$ cat src/rtl/ctrl_pkg.sv
// Shared constants and types for the control sequencer: opcodes, FSM states,
// instruction classes and ALU select encodings.
package ctrl_pkg;

  localparam logic [4:0] OPC_ADD  = 5'b00011;
  localparam logic [4:0] OPC_SUB  = 5'b00100;
  localparam logic [4:0] OPC_AND  = 5'b00101;
  localparam logic [4:0] OPC_OR   = 5'b00110;
  localparam logic [4:0] OPC_ADDI = 5'b01011;
  localparam logic [4:0] OPC_ANDI = 5'b01100;
  localparam logic [4:0] OPC_ORI  = 5'b01101;
  localparam logic [4:0] OPC_NOP  = 5'b11010;
  localparam logic [4:0] OPC_HALT = 5'b11011;

  localparam logic [3:0] ALU_ADD = 4'd1;
  localparam logic [3:0] ALU_SUB = 4'd2;
  localparam logic [3:0] ALU_AND = 4'd3;
  localparam logic [3:0] ALU_OR  = 4'd4;

  typedef enum logic [2:0] {
    ST_HALT, ST_T0, ST_T1, ST_T2, ST_T3, ST_T4, ST_T5
  } state_t;

  typedef enum logic [2:0] {
    CLS_ALU_R, CLS_ALU_I, CLS_NOP, CLS_HALT, CLS_ILLEGAL
  } op_class_t;

endpackage

$ cat src/rtl/control_seq_decode.sv
// Combinational opcode decoder: opcode -> instruction class, ALU select and
// a legality flag.
module opcode_decode
  import ctrl_pkg::*;
#(
  parameter int OPC_W   = 5,
  parameter int ALUOP_W = 4
) (
  input  logic [OPC_W-1:0]   opcode,
  output op_class_t          op_class,
  output logic [ALUOP_W-1:0] alu_op,
  output logic               legal
);

  always_comb begin
    op_class = CLS_ILLEGAL;
    alu_op   = '0;
    legal    = 1'b1;
    case (opcode)
      OPC_W'(OPC_ADD):  begin op_class = CLS_ALU_R; alu_op = ALUOP_W'(ALU_ADD); end
      OPC_W'(OPC_SUB):  begin op_class = CLS_ALU_R; alu_op = ALUOP_W'(ALU_SUB); end
      OPC_W'(OPC_AND):  begin op_class = CLS_ALU_R; alu_op = ALUOP_W'(ALU_AND); end
      OPC_W'(OPC_OR):   begin op_class = CLS_ALU_R; alu_op = ALUOP_W'(ALU_OR);  end
      OPC_W'(OPC_ADDI): begin op_class = CLS_ALU_I; alu_op = ALUOP_W'(ALU_ADD); end
      OPC_W'(OPC_ANDI): begin op_class = CLS_ALU_I; alu_op = ALUOP_W'(ALU_AND); end
      OPC_W'(OPC_ORI):  begin op_class = CLS_ALU_I; alu_op = ALUOP_W'(ALU_OR);  end
      OPC_W'(OPC_NOP):  op_class = CLS_NOP;
      OPC_W'(OPC_HALT): op_class = CLS_HALT;
      default:          legal = 1'b0;
    endcase
  end

endmodule

$ cat src/rtl/control_seq.sv
// Hardwired fetch/execute sequencer driving the bus datapath enables, with
// memory-wait handshaking, halt/stop control, illegal trap and retire counter.
module control_seq
  import ctrl_pkg::*;
#(
  parameter int OPC_W         = 5,
  parameter int ALUOP_W       = 4,
  parameter int CNT_W         = 16,
  parameter int USE_MEM_READY = 1
) (
  input  logic               Clock,
  input  logic               Clear,
  input  logic               Run,
  input  logic               Stop,
  input  logic [31:0]        IR,
  input  logic               MemReady,
  output logic               PCout,
  output logic               Zlowout,
  output logic               MDRout,
  output logic               MARin,
  output logic               Zin,
  output logic               PCin,
  output logic               MDRin,
  output logic               IRin,
  output logic               Yin,
  output logic               IncPC,
  output logic               Read,
  output logic               Gra,
  output logic               Grb,
  output logic               Grc,
  output logic               Rin,
  output logic               Rout,
  output logic               Cout,
  output logic [ALUOP_W-1:0] AluOp,
  output logic               Halted,
  output logic               Illegal,
  output logic [CNT_W-1:0]   Retired
);

  state_t             state_reg, state_next;
  logic               stop_pending_reg, stop_pending_next;
  logic               illegal_reg, illegal_next;
  logic [CNT_W-1:0]   retired_reg, retired_next;
  logic               pc_loaded_reg;

  op_class_t          op_class;
  logic [ALUOP_W-1:0] alu_op;
  logic               legal;
  logic               unused_ir;

  assign unused_ir = ^IR[31-OPC_W:0];

  opcode_decode #(.OPC_W(OPC_W), .ALUOP_W(ALUOP_W)) u_decode (
    .opcode   (IR[31:32-OPC_W]),
    .op_class (op_class),
    .alu_op   (alu_op),
    .legal    (legal)
  );

  always_ff @(posedge Clock or posedge Clear) begin
    if (Clear) begin
      state_reg        <= ST_HALT;
      stop_pending_reg <= 1'b0;
      illegal_reg      <= 1'b0;
      retired_reg      <= '0;
      pc_loaded_reg    <= 1'b0;
    end else begin
      state_reg        <= state_next;
      stop_pending_reg <= stop_pending_next;
      illegal_reg      <= illegal_next;
      retired_reg      <= retired_next;
      // Remembers that PC was already loaded in an earlier T1 cycle of this fetch.
      pc_loaded_reg    <= (state_reg == ST_T1);
    end
  end

  always_comb begin
    state_next = state_reg;
    case (state_reg)
      ST_HALT: if (Run) state_next = ST_T0;
      ST_T0:   state_next = ST_T1;
      ST_T1:   if (USE_MEM_READY == 0 || MemReady) state_next = ST_T2;
      ST_T2:   state_next = ST_T3;
      ST_T3: begin
        case (op_class)
          CLS_ALU_R, CLS_ALU_I: state_next = ST_T4;
          CLS_NOP:              state_next = stop_pending_reg ? ST_HALT : ST_T0;
          default:              state_next = ST_HALT;
        endcase
      end
      ST_T4:   state_next = ST_T5;
      ST_T5:   state_next = stop_pending_reg ? ST_HALT : ST_T0;
      default: state_next = ST_HALT;
    endcase
  end

  always_comb begin
    stop_pending_next = stop_pending_reg;
    if (state_next == ST_HALT && state_reg != ST_HALT)
      stop_pending_next = 1'b0;
    else if (Stop && (state_reg != ST_HALT || Run))
      stop_pending_next = 1'b1;

    illegal_next = illegal_reg;
    if (state_reg == ST_HALT && Run)
      illegal_next = 1'b0;
    else if (state_reg == ST_T3 && !legal)
      illegal_next = 1'b1;

    retired_next = retired_reg;
    if (state_reg == ST_T5 || (state_reg == ST_T3 && op_class == CLS_NOP))
      retired_next = retired_reg + CNT_W'(1);
  end

  always_comb begin
    PCout = 1'b0; Zlowout = 1'b0; MDRout = 1'b0; MARin = 1'b0; Zin = 1'b0;
    PCin  = 1'b0; MDRin   = 1'b0; IRin   = 1'b0; Yin   = 1'b0; IncPC = 1'b0;
    Read  = 1'b0; Gra     = 1'b0; Grb    = 1'b0; Grc   = 1'b0; Rin = 1'b0;
    Rout  = 1'b0; Cout    = 1'b0;
    AluOp = '0;
    case (state_reg)
      ST_T0: begin PCout = 1'b1; MARin = 1'b1; IncPC = 1'b1; Zin = 1'b1; end
      ST_T1: begin
        Zlowout = 1'b1;
        PCin    = !pc_loaded_reg;
        Read    = 1'b1;
        MDRin   = 1'b1;
      end
      ST_T2: begin MDRout = 1'b1; IRin = 1'b1; end
      ST_T3: begin
        if (op_class == CLS_ALU_R || op_class == CLS_ALU_I) begin
          Grb = 1'b1; Rout = 1'b1; Yin = 1'b1;
        end
      end
      ST_T4: begin
        Zin   = 1'b1;
        AluOp = alu_op;
        if (op_class == CLS_ALU_R) begin
          Grc = 1'b1; Rout = 1'b1;
        end else begin
          Cout = 1'b1;
        end
      end
      ST_T5: begin Zlowout = 1'b1; Gra = 1'b1; Rin = 1'b1; end
      default: ;
    endcase
  end

  assign Halted  = (state_reg == ST_HALT);
  assign Illegal = illegal_reg;
  assign Retired = retired_reg;

endmodule

$ cat config.mk
export PLATFORM = sky130hd
export DESIGN_NAME = control_seq
export DESIGN_NICKNAME = d
export VERILOG_FILES = /design/src/rtl/ctrl_pkg.sv /design/src/rtl/control_seq_decode.sv /design/src/rtl/control_seq.sv
export SDC_FILE = /design/constraint.sdc
export NUM_CORES = 1
export LEC_CHECK = 0
export ABC_CLOCK_PERIOD_IN_PS = 2200
export BUFFER_PORTS_ARGS = -buffer_cell sky130_fd_sc_hd__buf_2
export CORE_MARGIN = 2
export CORE_UTILIZATION = 30
export CTS_CLUSTER_SIZE = 30
export DETAILED_ROUTE_END_ITERATION = 7
export GPL_TIMING_DRIVEN = 0
export PLACE_DENSITY = 0.62
export SLEW_MARGIN = 20
export SYNTH_ARGS = -nofsm -noshare
export SYNTH_HDL_FRONTEND = slang
export SYNTH_SLANG_ARGS = --single-unit
export TNS_END_PERCENT = 50
$ cat constraint.sdc
create_clock -name Clock -period 2.2 [get_ports Clock]
set_clock_uncertainty 0.2 [all_clocks]
set_input_delay 0.44 -clock Clock [delete_from_list [all_inputs] [get_ports Clock]]
set_output_delay 0.44 -clock Clock [all_outputs]
set_load 0.02 [all_outputs]
# Yosys cells after proc, flatten, opt, wreduce, memory -nomap -nowiden
# Index checks and enable logic that the tools add are counted.
classes:
  div: 0
  magnitude_cmp: 0
  reduce_logical: 25
  n_eq_ne: 17
  muxes: 27
  n_mul: 0
  bitwise: 0
  shift: 0
  n_addsub: 1
ops:
  columns: ["operator", "count"]
  rows:
  - ["$pmux 3 s4", 2]
  - ["$pmux 3 s7", 1]
  - ["$mux 1", 19]
  - ["$add 16x1->16 const B", 1]
  - ["$eq 5x3->1 const B", 3]
  - ["$eq 5x4->1 const B", 3]
  - ["$reduce_or 2->1", 6]
  - ["$eq 5x5->1 const B", 2]
  - ["$eq 3x2->1 const B", 3]
  - ["$eq 3x3->1 const B", 3]
  - ["$logic_not 3->1", 3]
  - ["$reduce_or 9->1", 1]
  - ["$eq 3x1->1 const B", 2]
  - ["$mux 3", 2]
  - ["$pmux 3 s2", 1]
  - ["$eq 5x2->1 const B", 1]
  - ["$logic_and 1x1->1", 5]
  - ["$mux 4", 1]
  - ["$reduce_bool 2->1", 2]
  - ["$reduce_or 4->1", 1]
  - ["$logic_or 1x1->1", 3]
  - ["$reduce_bool 3->1", 1]
  - ["$reduce_or 3->1", 1]
  - ["$logic_not 1->1", 2]
  - ["$pmux 1 s2", 1]
totals:
  out_inout_bits: 39
  mem_count: 0
  mem_bits_rw: 0
  regBits: 22
  rom_bits: 0
  latch_bits: 0

# Longest topological paths before layout
logic_depth:
  ltp_word: 10
  mapped_depth: 8

# Hierarchy
# From an unflattened synthesis, not the netlist that was laid out.
unflattened:
  cells_unflattened: 149
  hier_area_um2: 1331.3
by_module_without_submodules:
  columns: ["mod", "n_inst", "cells_per_inst", "seq_area_each_um2", "area_per_inst_um2"]
  rows:
  - ["control_seq", 1, 130, 550.5, 1191.1]
  - ["opcode_decode", 1, 19, 0.0, 140.1]

# Worst setup path before layout
# OpenSTA, ideal clock, no wires.
synth_path:
  path_kind: "reg-to-output"
  start: "register state_reg[1]"
  end: "output AluOp[1]"
  n_path_buf: 1
  path_slack_ns: -0.076
  t_arrival_ns: 1.636
  t_required_ns: 1.560
  stages_incl_launch_ff: 9
  cell_sequence: "dfrtp_1 > buf_4 > inv_1 > nand2_1 > inv_1 > nand2_1 > nor2_1 > nand2_1 > nor3b_1"
synth_via:
  elab_chain_len: 2
synth_rtl:
  columns: ["item", "line", "text"]
  rows:
  - ["start, declared", "control_seq.sv:40", "state_t state_reg, state_next;"]
  - ["start signal, assigned", "control_seq.sv:68", "state_reg <= state_next;"]
  - ["$eq 3x3->1", "control_seq.sv:121", "case (state_reg)"]
  - ["$mux 4", "control_seq.sv:121", null]
  - ["end, declared", "control_seq.sv:34", "output logic [ALUOP_W-1:0] AluOp,"]
# No other way between the ends.

# Final worst setup path
layout_path:
  start: "input IR[27]"
  end: "output Rout"
layout_via:
  elab_chain_len: 7
layout_rtl:
  columns: ["item", "line", "text"]
  rows:
  - ["start, declared", "control_seq.sv:15", "input logic [31:0] IR,"]
  - ["$eq 5x2->1, or another cell as far along", "control_seq_decode.sv:19", "case (opcode)"]
  - ["$reduce_or 4->1 (no source line) or $reduce_or 3->1 (tied branches)", null, null]
  - ["$pmux 3 s4 (*)", "control_seq_decode.sv:19", null]
  - ["$eq 3x1->1 or $logic_not 3->1 (tied branches)", "control_seq.sv:131, control_seq.sv:138", null]
  - ["$logic_or 1x1->1", "control_seq.sv:131", "if (op_class == CLS_ALU_R || op_class == CLS_ALU_I) begin"]
  - ["$mux 1", "control_seq.sv:131", null]
  - ["$pmux 1 s2 (*)", "control_seq.sv:121", null]
  - ["end, declared", "control_seq.sv:32", "output logic Rout,"]
# Every way passes the cells marked *; elsewhere a longest branch is shown, timed or not.

==> impl_results.md <==
* Leakage at 0.9199 nW
* Met1 Resource Use GR at 15.31%
* Final wirelength at 2739 µm
* Die footprint at 4770 µm²
* Crit-path cells: buf_4, nand2_2, or2_4, a211o_2, nor2_2, or2_2, buf_4
* RSZ-0062 raised after global routing: yes
* Core ar. at around 4000 µm²
* Most used cell, CP: buf_4
* VDD IR-drop max at 584.0 µV
* Reg clk slew, reported paths at 0.08 ns
* Synth top area cells: dfrtp_1 43%, xnor2_1 9.0%, buf_4 5.9%, nand2_1 4.7%, nor2_1 3.0%
* CP startpoint kind: input port
* Vert. Die Dim at 69.07 µm
* Flops & latches, synth at 22
* Overflow after GRT at 0
* # clock sinks at 22
* Max FFs per register at 16
* Met2 usage at 16.88%
* CP required at 1.56 ns
* Number of buffers inserted by hold repair at cts at 0
* Final setup viols at 0
* Netlist cell types at 40
* Reg2Reg Depth at 7
* Final hold vios at 0
* Pre-Repair DR Iteration Count at 4
* Synth top area share at 43.35%
* Synthesized area at 1270 µm²
* DR iter-0 viols at 57
* Post-DP HPWL at just under 2000 µm
* Worst-Margin Slew at between 0.8 and 0.9 ns
* Largest net degree at the start of global routing at 23
* CTS Buf Count at 3
* Share of post-route cells with drive strength above 1 at 48.42%
* Die width at 69.07 µm
* Crit path kind: in2out
* Fmax at approximately 0.46 GHz
* Slew headroom at about 45%
* Crit end category: output port
* Htree depth at 1
* Worst-Skew Late Latency at 0.26 ns
* Critical path data arrival time at approximately 1.5 ns
* Post-layout net count at between 200 and 250
* Row cnt at 23
* Total global-route track usage at between 10% and 20%
* Busiest layer in global routing: met2
* First-pass GRT wire length at 4478 µm
* Final ANT Viol Nets at 0
* IO buf count at 47
* Setup TNS at 0 ns
* Synth warn at 0
* Synth area leader: dfrtp_1
* CTS root buf: clkbuf_8
* Top post-synthesis cells by count: 22 x dfrtp_1, 16 x nand2_1, 13 x xnor2_1
* Initial Utilization at approximately a third
* Vias per inst at 4.650
* Worst R2R End: Retired[5]
* WL/cell at 11.41 µm
* Vias in the first global route at 1018
* Bufs on Longest Clock Path at 2
* Count leader, synth: dfrtp_1
* Post-synth EDFFs at 0
* Critical Path Max Stage Delay at 0.31 ns
* Slowest stage cell, crit path: a211o_2
* Final Util at 43.07%
* Status: finished, final reports clean
* R2r setup slk at 0.28 ns
* ANT cells at 0
* Max Cap Viol at 0
* Crit. Startpoint: IR[27]
* Post-synth ARST share at 100.0%
* Fin crit period at approximately 2.2 ns
* Final Slew Violations at 0
* CP max FO at 7
* Syn Area/Cell at 9.549 µm²
* Grt met3 use at 3.509%
* Worst R2R Start: state_reg[0]
* Worst hold path type: in2async
* Area Overhead vs Synth at 36.65%
* Synth Instances at 133
* Fin crit share at a little over nine tenths
* Routed via count at ~1100
* Mapped Nets at between 150 and 200
* Top_reg_cell synth: dfrtp_1
* Gpl congestion at 0.8109
* CTS tree: yes
* Pwr Density at 1019 nW/µm²
* Sequential share of the synthesized area at 43.35%
* Initial antenna violation count at 0
* Top Ports at 76
* DRC at 0
-- power breakdown --
group          internal, mW  total, mW  switching (mW)
registers             0.481      0.539          0.0581
clock network         0.122      0.244           0.122
logic                 0.444      0.985           0.541
-- placed cells by master (no fill, tap or decap), drive strengths merged, types with 2 or more instances in the layout --
cell type / n
or2b: 2
or3: 3
a21oi: 3
xor2: 3
inv: 6
clkbuf: 3
nand2: 17
buf: 66
nor2: 10
nand4: 3
and4: 3
or2: 2
nand3b: 2
a211oi: 2
and2: 6
dfrtp: 22
and3: 2
o21ai: 3
xnor2: 13
nand3: 5
-- worst max-delay path by stage --
stage / to / cells past startpoint
floorplan: Rout / 5
global placement: Rout / 7
detailed placement: Rout / 7
CTS: Rout / 6
global route: AluOp[1] / 9
finish: Rout / 7
-- critical path: cells and delay by family --
| kind | cells | cell delay (ns) |
|---|---|---|
| and+or+nand+nor | 4 | 0.51 |
| buffers and inverters | 2 | 0.25 |
| AOI/OAI and AO/OA | 1 | 0.31 |
-- layer usage --
metal  wire (µm)  up-vias
met5           0        -
met4          35        0
met3         246        4
met2        1220       49
met1        1237      511
li1            -      552
-- metrics by stage --
stage / area [µm²] / hold slack [ns] / total power [mW] / setup slack [ns] / std cells
6_report: 1735 / 0.1273 / 1.768 / 0.03479 / 240
5_1_grt: 1735 / 0.1983 / 1.892 / -0.03602 / 240
4_1_cts: 1653 / 0.1616 / 1.658 / 0.001088 / 234
3_5_place_dp: 1573 / 0.2806 / 1.350 / -0.07435 / 230
3_3_place_gp: 1573 / 0.2578 / 1.351 / -0.06876 / 230
2_1_floorplan: 1275 / 0.2292 / 1.127 / -0.01351 / 133
-- timing repair --
item | in CTS | in global routing
gates resized for setup | 13 | 13
pin swaps | 0 | 6
setup buffers | 1 | 6
endpoints found under the setup margin | 6 | 6
-- final cells by class --
| cell class | instances | area [µm²] |
|---|---|---|
| buffer | 12 | 101.3 |
| clock buffer | 3 | 41.29 |
| sequential | 22 | 550.5 |
| fill | 419 | 2293 |
| inverter | 6 | 30.03 |
| multi-input combinational | 93 | 649.4 |
| tap | 50 | 62.56 |
| timing repair buffer | 54 | 300.3 |
-- kinds of logic (layout without fill, tap and decap cells) --
group           Yosys count  count (layout)  synth area share, %
xor+xnor                 16              16                11.03
fa+ha+maj                 1               1               0.9851
flops                    22              22                43.35
simple gates             60              60                26.31
mux                       2               2                1.675
compound gates           13              13                7.388
buf+inv                  18              75                8.965
other cells               1               1               0.2953
Power figures use the tool's default switching activity.
